==> src/rtl/sne_apb_cfg_pkg.sv <==
// Shared definitions for the APB configuration slave: register map offsets,
// command/error bit positions, FSM states and decoded register kinds.
package sne_apb_cfg_pkg;

    localparam int MAX_REGS = 16;

    localparam logic [7:0] OFF_STATUS = 8'h40;
    localparam logic [7:0] OFF_CMD    = 8'h44;
    localparam logic [7:0] OFF_ERR    = 8'h48;

    localparam int CMD_START_BIT   = 0;
    localparam int CMD_CLR_ERR_BIT = 1;
    localparam int ERR_DECODE_BIT  = 0;
    localparam int ERR_BUSY_BIT    = 1;

    typedef enum logic [1:0] {
        ST_IDLE    = 2'd0,
        ST_RD_WAIT = 2'd1,
        ST_RESP    = 2'd2
    } apb_state_e;

    typedef enum logic [2:0] {
        REG_CFG    = 3'd0,
        REG_STATUS = 3'd1,
        REG_CMD    = 3'd2,
        REG_ERR    = 3'd3,
        REG_NONE   = 3'd4
    } reg_kind_e;

endpackage

==> src/rtl/sne_apb_cfg_decode.sv <==
// Combinational decode of the low address byte into register kind, CFG index
// and valid/read-only flags. Misaligned offsets never decode.
module sne_apb_cfg_decode
    import sne_apb_cfg_pkg::*;
#(
    parameter int NUM_REGS = 16
) (
    input  logic [7:0] offset_i,
    output reg_kind_e  kind_o,
    output logic [3:0] index_o,
    output logic       valid_o,
    output logic       readonly_o
);

    // Map offset to register kind
    always_comb begin
        kind_o     = REG_NONE;
        index_o    = offset_i[5:2];
        valid_o    = 1'b0;
        readonly_o = 1'b0;
        if (offset_i[1:0] != 2'b00) begin
            kind_o = REG_NONE;
        end else if ({26'd0, offset_i[7:2]} < 32'(NUM_REGS)) begin
            kind_o  = REG_CFG;
            valid_o = 1'b1;
        end else begin
            case (offset_i)
                OFF_STATUS: begin
                    kind_o     = REG_STATUS;
                    valid_o    = 1'b1;
                    readonly_o = 1'b1;
                end
                OFF_CMD: begin
                    kind_o  = REG_CMD;
                    valid_o = 1'b1;
                end
                OFF_ERR: begin
                    kind_o     = REG_ERR;
                    valid_o    = 1'b1;
                    readonly_o = 1'b1;
                end
                default: kind_o = REG_NONE;
            endcase
        end
    end

endmodule

==> src/rtl/sne_apb_cfg_slave.sv <==
// APB configuration slave: zero-wait writes, reads delayed by READ_WAIT cycles
// in RD_WAIT, sticky error register and a one-cycle start pulse.
module sne_apb_cfg_slave
    import sne_apb_cfg_pkg::*;
#(
    parameter int NUM_REGS  = 16,
    parameter int READ_WAIT = 1
) (
    input  logic                     system_clk_i,
    input  logic                     system_rst_ni,
    input  logic                     apb_slave_psel,
    input  logic                     apb_slave_penable,
    input  logic                     apb_slave_pwrite,
    input  logic [31:0]              apb_slave_paddr,
    input  logic [31:0]              apb_slave_pwdata,
    output logic [31:0]              apb_slave_prdata,
    output logic                     apb_slave_pready,
    output logic                     apb_slave_pslverr,
    output logic [NUM_REGS-1:0][31:0] cfg_o,
    output logic                     start_o,
    input  logic                     busy_i,
    input  logic [31:0]              status_i
);

    localparam logic [2:0] WAIT_INIT = 3'(READ_WAIT - 1);

    apb_state_e                state_q, state_d;
    logic [2:0]                cnt_q, cnt_d;
    logic [31:0]               prdata_q, prdata_d;
    logic                      rd_err_q, rd_err_d;
    logic [NUM_REGS-1:0][31:0] cfg_q, cfg_d;
    logic [1:0]                err_q, err_d;
    logic                      start_q, start_d;

    reg_kind_e   dec_kind_s;
    logic [3:0]  dec_index_s;
    logic        dec_valid_s;
    logic        dec_readonly_s;
    logic        wr_acc_s, rd_acc_s, wr_err_s, err_clr_s, rd_pready_s, rd_seterr_s;
    logic [1:0]  err_set_s;
    logic [31:0] rd_data_s;
    logic        unused_addr_s;

    assign unused_addr_s = ^apb_slave_paddr[31:8];

    sne_apb_cfg_decode #(.NUM_REGS(NUM_REGS)) u_decode (
        .offset_i   (apb_slave_paddr[7:0]),
        .kind_o     (dec_kind_s),
        .index_o    (dec_index_s),
        .valid_o    (dec_valid_s),
        .readonly_o (dec_readonly_s)
    );

    assign wr_acc_s = apb_slave_psel & apb_slave_penable & apb_slave_pwrite & (state_q == ST_IDLE);
    assign rd_acc_s = apb_slave_psel & apb_slave_penable & ~apb_slave_pwrite & (state_q == ST_IDLE);

    // Write side effects: CFG update, command decode and error detection
    always_comb begin
        cfg_d     = cfg_q;
        wr_err_s  = 1'b0;
        err_set_s = 2'b00;
        err_clr_s = 1'b0;
        start_d   = 1'b0;
        if (!wr_acc_s) begin
            cfg_d = cfg_q;
        end else if (!dec_valid_s) begin
            wr_err_s                  = 1'b1;
            err_set_s[ERR_DECODE_BIT] = 1'b1;
        end else if (dec_readonly_s) begin
            wr_err_s = 1'b1;
        end else begin
            case (dec_kind_s)
                REG_CFG: begin
                    if (busy_i) begin
                        wr_err_s                = 1'b1;
                        err_set_s[ERR_BUSY_BIT] = 1'b1;
                    end else begin
                        cfg_d[dec_index_s] = apb_slave_pwdata;
                    end
                end
                REG_CMD: begin
                    err_clr_s = apb_slave_pwdata[CMD_CLR_ERR_BIT];
                    if (apb_slave_pwdata[CMD_START_BIT] && busy_i) begin
                        wr_err_s                = 1'b1;
                        err_set_s[ERR_BUSY_BIT] = 1'b1;
                    end else begin
                        start_d = apb_slave_pwdata[CMD_START_BIT];
                    end
                end
                default: wr_err_s = 1'b1;
            endcase
        end
    end

    // Read data mux, sampled when the read is accepted
    always_comb begin
        case (dec_kind_s)
            REG_CFG:    rd_data_s = cfg_q[dec_index_s];
            REG_STATUS: rd_data_s = status_i;
            REG_ERR:    rd_data_s = {30'd0, err_q};
            REG_CMD:    rd_data_s = 32'd0;
            default:    rd_data_s = 32'd0;
        endcase
    end

    // Read FSM; an aborted read (psel dropped) leaves the error register alone
    always_comb begin
        state_d     = state_q;
        cnt_d       = cnt_q;
        prdata_d    = prdata_q;
        rd_err_d    = rd_err_q;
        rd_pready_s = 1'b0;
        rd_seterr_s = 1'b0;
        case (state_q)
            ST_IDLE: begin
                if (rd_acc_s) begin
                    prdata_d = rd_data_s;
                    rd_err_d = ~dec_valid_s;
                    cnt_d    = WAIT_INIT;
                    state_d  = ST_RD_WAIT;
                end else begin
                    state_d = ST_IDLE;
                end
            end
            ST_RD_WAIT: begin
                if (!apb_slave_psel) begin
                    state_d = ST_IDLE;
                    cnt_d   = 3'd0;
                end else if (cnt_q == 3'd0) begin
                    state_d = ST_RESP;
                end else begin
                    cnt_d = cnt_q - 3'd1;
                end
            end
            ST_RESP: begin
                state_d = ST_IDLE;
                if (apb_slave_psel) begin
                    rd_pready_s = 1'b1;
                    rd_seterr_s = rd_err_q;
                end else begin
                    rd_pready_s = 1'b0;
                end
            end
            default: state_d = ST_IDLE;
        endcase
    end

    // Clear first so that an error raised in the same cycle survives
    always_comb begin
        err_d = (err_clr_s ? 2'b00 : err_q) | err_set_s;
        if (rd_seterr_s) begin
            err_d[ERR_DECODE_BIT] = 1'b1;
        end else begin
            err_d[ERR_DECODE_BIT] = err_d[ERR_DECODE_BIT];
        end
    end

    // State registers
    always_ff @(posedge system_clk_i or negedge system_rst_ni) begin
        if (!system_rst_ni) begin
            state_q  <= ST_IDLE;
            cnt_q    <= 3'd0;
            prdata_q <= 32'd0;
            rd_err_q <= 1'b0;
            cfg_q    <= {NUM_REGS{32'd0}};
            err_q    <= 2'b00;
            start_q  <= 1'b0;
        end else begin
            state_q  <= state_d;
            cnt_q    <= cnt_d;
            prdata_q <= prdata_d;
            rd_err_q <= rd_err_d;
            cfg_q    <= cfg_d;
            err_q    <= err_d;
            start_q  <= start_d;
        end
    end

    assign apb_slave_pready  = system_rst_ni & (wr_acc_s | rd_pready_s);
    assign apb_slave_pslverr = system_rst_ni & ((wr_acc_s & wr_err_s) | (rd_pready_s & rd_err_q));
    assign apb_slave_prdata  = prdata_q;
    assign cfg_o             = cfg_q;
    assign start_o           = start_q;

endmodule

==> config.mk <==
export PLATFORM = sky130hd
export DESIGN_NAME = sne_apb_cfg_slave
export DESIGN_NICKNAME = d
export VERILOG_FILES = /design/src/rtl/sne_apb_cfg_pkg.sv /design/src/rtl/sne_apb_cfg_decode.sv /design/src/rtl/sne_apb_cfg_slave.sv
export SDC_FILE = /design/constraint.sdc
export NUM_CORES = 1
export LEC_CHECK = 0
export ABC_CLOCK_PERIOD_IN_PS = 3000
export CAP_MARGIN = 30
export CELL_PAD_IN_SITES_DETAIL_PLACEMENT = 0
export CELL_PAD_IN_SITES_GLOBAL_PLACEMENT = 1
export CORE_ASPECT_RATIO = 1.4
export CORE_MARGIN = 5
export CORE_UTILIZATION = 38
export DETAILED_ROUTE_END_ITERATION = 8
export GPL_TIMING_DRIVEN = 0
export HOLD_SLACK_MARGIN = 0.1
export PLACE_DENSITY_LB_ADDON = 0.1
export SLEW_MARGIN = 20
export SYNTH_ARGS = -nofsm -noshare
export SYNTH_HDL_FRONTEND = slang
export SYNTH_HIERARCHICAL = 1
export SYNTH_SLANG_ARGS = --single-unit
==> constraint.sdc <==
create_clock -name system_clk_i -period 3 [get_ports system_clk_i]
set_input_delay 0.6 -clock system_clk_i [delete_from_list [all_inputs] [get_ports system_clk_i]]
set_output_delay 0.6 -clock system_clk_i [all_outputs]
set_load 0.01 [all_outputs]
==> reports/metrics.yaml <==
fill_cells: 5779
start_util_pct: 38.2
critical_path_peak_fanout: 10
worstMarginPinSlew_ns: 0.924
area_growth_pct: 40.7
die_width_um: 228
viasPerCell: 5.59
grt_usage_pct: 29.5
yosysWarningCount: 6
nNetsFinal: 2464
status: "completed"
ir_drop_uv: 439
setup_tns_ns: 0
placed_area_sq_um: 32800
grt_pass1_wl_mm: 153
fin_crit_ns: 2.98
rsz0062_at_grt: "true"
syn-num-nets: 1740
post-route-drc-count: 0
synth_top_area_share_pct: 54.7
finalWirelength_mm: 109
finClkSkew_ns: 0.0248
powerDensity_nw_per_um2: 468
clockBufferDepth: 3
critical_path_class: "input port to register"
ant_nets: 0
holdCritPathClass: "input port to asynchronous set/reset pin"
yosysMostFrequentCell: "dfrtp_1"
fin_area_sq_um: 35600
via_count: 18300
cpLargestDelayFamily: "buffers and inverters"
grt_util_met3_pct: 8.96
slew_headroom_pct: 38.4
crit_required_ns: 3.48
setup_viol_count_final: 0
async_flop_share_pct: 100
antenna_found_initial: 4
cpPeakStageDelay_ns: 0.57
cpMostUsedCell: "buf_4"
clock_latency_ns: 0.63
core_sq_um: 66300
routabilityCongestion: 0.855
die-area_sq_um: 71900
hold_violations: 0
synth_common_cells: "553 x dfrtp_1, 423 x mux2_2, 126 x mux4_2, 120 x mux2_1, 75 x clkbuf_1"
path_cells: "clkdlybuf4s15_2 -> buf_4 -> clkbuf_1 -> buf_1 -> buf_4 -> mux4_2 -> a22oi_1 -> nand3_1"
numPortBuffers: 623
critPathLaunchType: "input port"
clock_sinks: 553
drt_iter0_drc: 1156
critPathSlowestCell: "mux4_2"
path_buf_inv: 5
grt_use_met1_pct: 35.4
root_buffer: "clkbuf_16"
syn_area_sq_um: 25300
netlist-cell-type-count: 45
cts_tree: "built"
drv_cap: 0
synth.area.top_cells: "dfrtp_1 55%, mux2_2 19%, mux4_2 11%, mux2_1 5.3%, nand3_1 1.2%"
cts.clk_slew.worst_paths_ns: 0.07
critical_path_arrival_ns: 3.46
ys_seq_elements: 553
drive_gt1_share_pct: 33.7
firstDrtPassIters: 7
met2_usage_pct: 51.0
grt_pass1_vias: 19800
synth_cells: 1636
wl_per_cell_um: 33.4
grt_max_degree: 99
drv_slew: 0
synth_edf_count: 0
htree_levels: 2
synth_flop_cell: "dfrtp_1"
leakagePower_nw: 16.3
ios: 649
numCtsBuffers: 57
seq_area_frac_synth_pct: 54.7
crit_path_end_kind: "register"
syn_area_per_cell_sq_um: 15.5
period_share_pct: 99.2
busiest_layer: "met2"
die_y_um: 315
grt_overflow: 0
max_freq_mhz: 336
yosysTopAreaCell: "dfrtp_1"
num_rows: 112
dpl.hpwl_mm: 79.9
## flip-flops by register name, summed over array words and instances (netlist names)
signal / cells
cfg_o: 512
apb_slave_prdata: 32
rd_err_q: 1
start_o: 1
state_q: 2
cnt_q: 3
err_q: 2
## per-layer routing
metal / part of all wire (%) / routed length (um)
met5: 0.025 / 27
met4: 3.5 / 3830
met3: 7.5 / 8120
met2: 50 / 54900
met1: 39 / 42100
## stage by stage
stage	utilization [%]	hold WS, ns	cells	setup slack, ns	total power, mW
2_1_floorplan	-	0.304	1636	0.135	8.11
3_3_place_gp	49.2	0.480	3114	-23.68	8.87
3_5_place_dp	49.5	0.484	3125	-1.63	8.90
4_1_cts	53.6	0.114	3257	0.00797	16.8
5_1_grt	53.7	0.134	3261	-0.0489	17.1
6_report	53.7	0.144	3263	0.0249	16.6
## tightest hold or removal path, cell delays in order
cell and delay (ns):
buf_16 0.10, buf_16 0.14, buf_16 0.24
## logic make-up after synthesis
family | count (synthesis) | share of synthesized area (%)
adder cells (fa/ha/maj) | 2 | 0.0989
AO/OA/AOI/OAI | 116 | 3.19
XOR/XNOR | 1 | 0.0346
AND/OR/NAND/NOR | 129 | 3.06
multiplexers | 677 | 35.7
buffers and inverters | 158 | 3.21
flip-flops | 553 | 54.7
## placed cells by master, fill, tap and decap left out, drive strengths merged, types with 9 or more instances in the layout
cell type,n
o21ai,41
mux4,126
nand2,9
clkinv,13
a22oi,30
nor3,16
a211o,31
nor2,12
nand3,63
clkbuf,155
dfrtp,553
buf,109
clkdlybuf4s50,612
mux2,543
## report_power, final
group / switching (mW) / internal [mW] / total, mW
logic: 0.730 / 0.482 / 1.21
registers: 0.0614 / 7.55 / 7.61
clock network: 3.20 / 4.62 / 7.82
## layout make-up
class                      count  area [sq um]  area share [%]
clock buffer                  78          1690            4.74
tap                          855          1070            3.01
multi-input combinational    925         10800            30.4
clock inverter                27           357            1.00
buffer                       151           877            2.47
timing repair buffer         666          6910            19.4
antenna                        2          5.00          0.0141
sequential                   553         13800            38.9
inverter                       6          22.5          0.0633
## worst paths after layout
check,to,cells past startpoint,from,slack (ns)
hold / removal,cfg_o[159],3,system_rst_ni,0.14
hold reg to reg,cnt_q[0],1,cnt_q[0],0.50
min in group system_clk_i,cnt_q[0],1,cnt_q[0],0.50
setup / recovery,apb_slave_prdata[25],8,apb_slave_paddr[2],0.02
setup reg to reg,apb_slave_prdata[10],7,state_q[0],0.12
max in group asynchronous,cfg_o[4],5,system_rst_ni,1.78
## repair_timing
action | 4_1_cts | 5_1_grt
setup buffers | 16 | 4
hold buffers | 7 | 0
gates resized for setup | 75 | 20
hold endpoints to repair | 92 | 0
endpoints found under the setup margin | 497 | 116
cloned | 5 | 0
pin swaps | 11 | 3
Power figures use the tool's default switching activity.
==> edit, RTL diff (config.mk and constraints unchanged) <==
`NUM_REGS` is set to 16 in 2 places; all go to 17.
--- a/src/rtl/sne_apb_cfg_decode.sv
+++ b/src/rtl/sne_apb_cfg_decode.sv
@@ -3,7 +3,7 @@
 module sne_apb_cfg_decode
     import sne_apb_cfg_pkg::*;
 #(
-    parameter int NUM_REGS = 16
+    parameter int NUM_REGS = 17
 ) (
     input  logic [7:0] offset_i,
     output reg_kind_e  kind_o,
--- a/src/rtl/sne_apb_cfg_slave.sv
+++ b/src/rtl/sne_apb_cfg_slave.sv
@@ -3,7 +3,7 @@
 module sne_apb_cfg_slave
     import sne_apb_cfg_pkg::*;
 #(
-    parameter int NUM_REGS  = 16,
+    parameter int NUM_REGS  = 17,
     parameter int READ_WAIT = 1
 ) (
     input  logic                     system_clk_i,
Interface: changed (resized cfg_o); port bits go from 649 to 681. No check against the original RTL was run, so the function may have changed too.
==> edit against the unedited design <==
The run now ends with negative setup slack left; maximum frequency shrank 1.8%; setup slack lost 0.055 ns; clock skew grew 0.011 ns; design area grew 0.51%; hold slack lost 0.035 ns; area after synthesis grew 0.79%; power shrank 6.3%; sequential cell count is the same; via count grew 0.65%; routed wire length shrank 0.25%; critical path type unchanged; largest cell class unchanged; largest power group is now sequential cells; highest routed layer unchanged.
==> edit: results (changes against the unedited design) <==
| Metric | Value |
|---|---|
| Run status | finished, violations left |
| Violations in the final reports | negative setup slack |
| Final setup vio count | 26 (+26) |
| First DRT Iteration DRCs | 1025 (-11%) |
| Final non-filler cell total | 3293 (+0.92%) |
| Dpl cell area | 0.0332 mm² (+1.0%) |
| CP Capture Type | flip-flop |
| DPL Wire Length | 79.0 mm (-1.1%) |
| GRT met3 Usage | 8.84% (-0.12 points) |
| Clk slew on worst S/H paths | 0.06 ns |
| Via count | 18370 (+0.65%) |
| Gr usage total | 29.0% (-0.42 points) |
| Post-DR wirelength/cell | 33.0 µm (-1.2%) |
| Worst Max-Slew Pin Slew | 1.03 ns (+0.104 ns) |
| Layout net count | 2494 (+1.2%) |
| Clk_skew | 0.0354 ns (+0.0106 ns) |
| Synth Area in Compound Gates | 2.55% (-0.64 points) |
| Largest net degree at the start of global routing | 103 (+4.0%) |
| Post-synthesis adder-cell area fraction | 0.0982% (-0.00078 points) |
| Leak | 16.4 nW (+0.73%) |
| Fill count | 5657 (-2.1%) |
| Xor-xnor portion of the synthesized cell area | 0.0344% (-0.00027 points) |
| Post-placement cell count | 3153 (+0.90%) |
| Post-synth top cells | 553 x dfrtp_1, 480 x mux2_2, 126 x mux4_2 |
| GR Layer Usage met2 | 50.6% (-0.42 points) |
| Post-Route Setup TNS | -0.341 ns (-0.341 ns) |
| Worst path arrival time | 3.51 ns (+0.05 ns) |
| Largest cells by area after synthesis | dfrtp_1 54%, mux2_2 21%, mux4_2 11% |
| Initial antenna violation count | 2 (-2) |
| WHS | 0.109 ns (-0.0347 ns) |
| Multi-input gate area | 0.0109 mm² (+0.59%) |
| R2r setup slk | 0.17 ns (+0.05 ns) |
| Cell count after synthesis | 1632 (-0.24%) |
| Layout cells sized above 1 | 36.6% (+2.9 points) |
| Met1 GRT Util | 33.7% (-1.6 points) |
| Routability cong. | 0.860 (+0.66%) |
| Cell variety after synth | 52 (+16%) |
| Vias in the first global route | 19814 (-0.096%) |
| Mux cell area share after synthesis | 35.3% (-0.41 points) |
| Pre-CTS setup slack | -1.35 ns (+0.284 ns) |
| Global-route wire length before repair | 152 mm (-0.97%) |
| Maximum vdd drop | 443 µV (+1.0%) |
| Seq/Total Area, Yosys | 54.3% (-0.43 points) |
| Worst setup margin | -0.0305 ns (-0.0554 ns) |
[edit: cell count changes in the layout (fill, tap and decap cells not counted), moves of 33 or more]
cell / change
o21ai_0: -36
mux2_2: +57
buf_4: +33
mux2_1: -84
nand3_1: -58
[edit: area by class of cell]
cell class | instances | share of cell area (%)
Buffer | 176 | 3.35
Inverter | 4 | 0.0420
Sequential cell | 553 | 38.7
Clock inverter | 10 | 0.231
Multi-Input combinational cell | 929 | 30.4
Clock buffer | 96 | 4.96
Antenna cell | 1 | 0.00700
Tap cell | 855 | 2.99
Timing Repair Buffer | 669 | 19.3
[edit: cells by family (layout without fill, tap and decap cells)]
family / after synthesis / count (layout)
multiplexers: 677 / 677
adder cells (fa/ha/maj): 2 / 2
XOR/XNOR: 1 / 1
flip-flops: 553 / 553
other: 1 / 33
AND/OR/NAND/NOR: 133 / 133
buffers and inverters: 181 / 955
AO/OA/AOI/OAI: 84 / 84
[edit: worst paths after layout]
check,from,endpoint,cells after the start
worst max-delay path,apb_slave_paddr[7],cfg_o[390],10
worst min-delay path,system_rst_ni,cfg_o[283],2
worst max register to register,state_q[0],apb_slave_prdata[10],7
worst min register to register,cnt_q[0],cnt_q[0],1
max in group asynchronous,system_rst_ni,apb_slave_prdata[22],3
min in group system_clk_i,apb_slave_paddr[6],err_q[0],3
[edit: layer usage]
layer,vias to the layer above,wire length (µm),share of wire (%)
met3,208,8460,7.8
li1,7591,-,-
met1,9833,40400,37
met5,-,13,0.012
met4,2,5120,4.7
met2,736,54700,50
[edit: repair_timing]
| action | 4_1_cts | 5_1_grt |
|---|---|---|
| pin swaps | 11 | 8 |
| buffers inserted | 19 | 10 |
| endpoints found under the setup margin | 527 | 519 |
| cloned | 1 | 0 |
| endpoints found under the hold margin | 61 | 0 |
| gates resized for setup | 84 | 28 |
| hold buffers | 4 | 0 |
[edit: critical path: stages]
cell	delay, ns
clkdlybuf4s50_1	0.40
or3_4	0.40
a21o_4	0.24
nor4b_4	0.31
buf_4	0.21
nand4_1	0.21
buf_4	0.27
nor2_4	0.17
buf_4	0.32
mux2_2	0.38
[edit: power by group]
| group | switching [mW] | total (mW) | internal [mW] |
|---|---|---|---|
| Combinational | 0.588 | 0.914 | 0.325 |
| Sequential | 0.0106 | 7.48 | 7.47 |
| Clock | 3.10 | 7.19 | 4.09 |
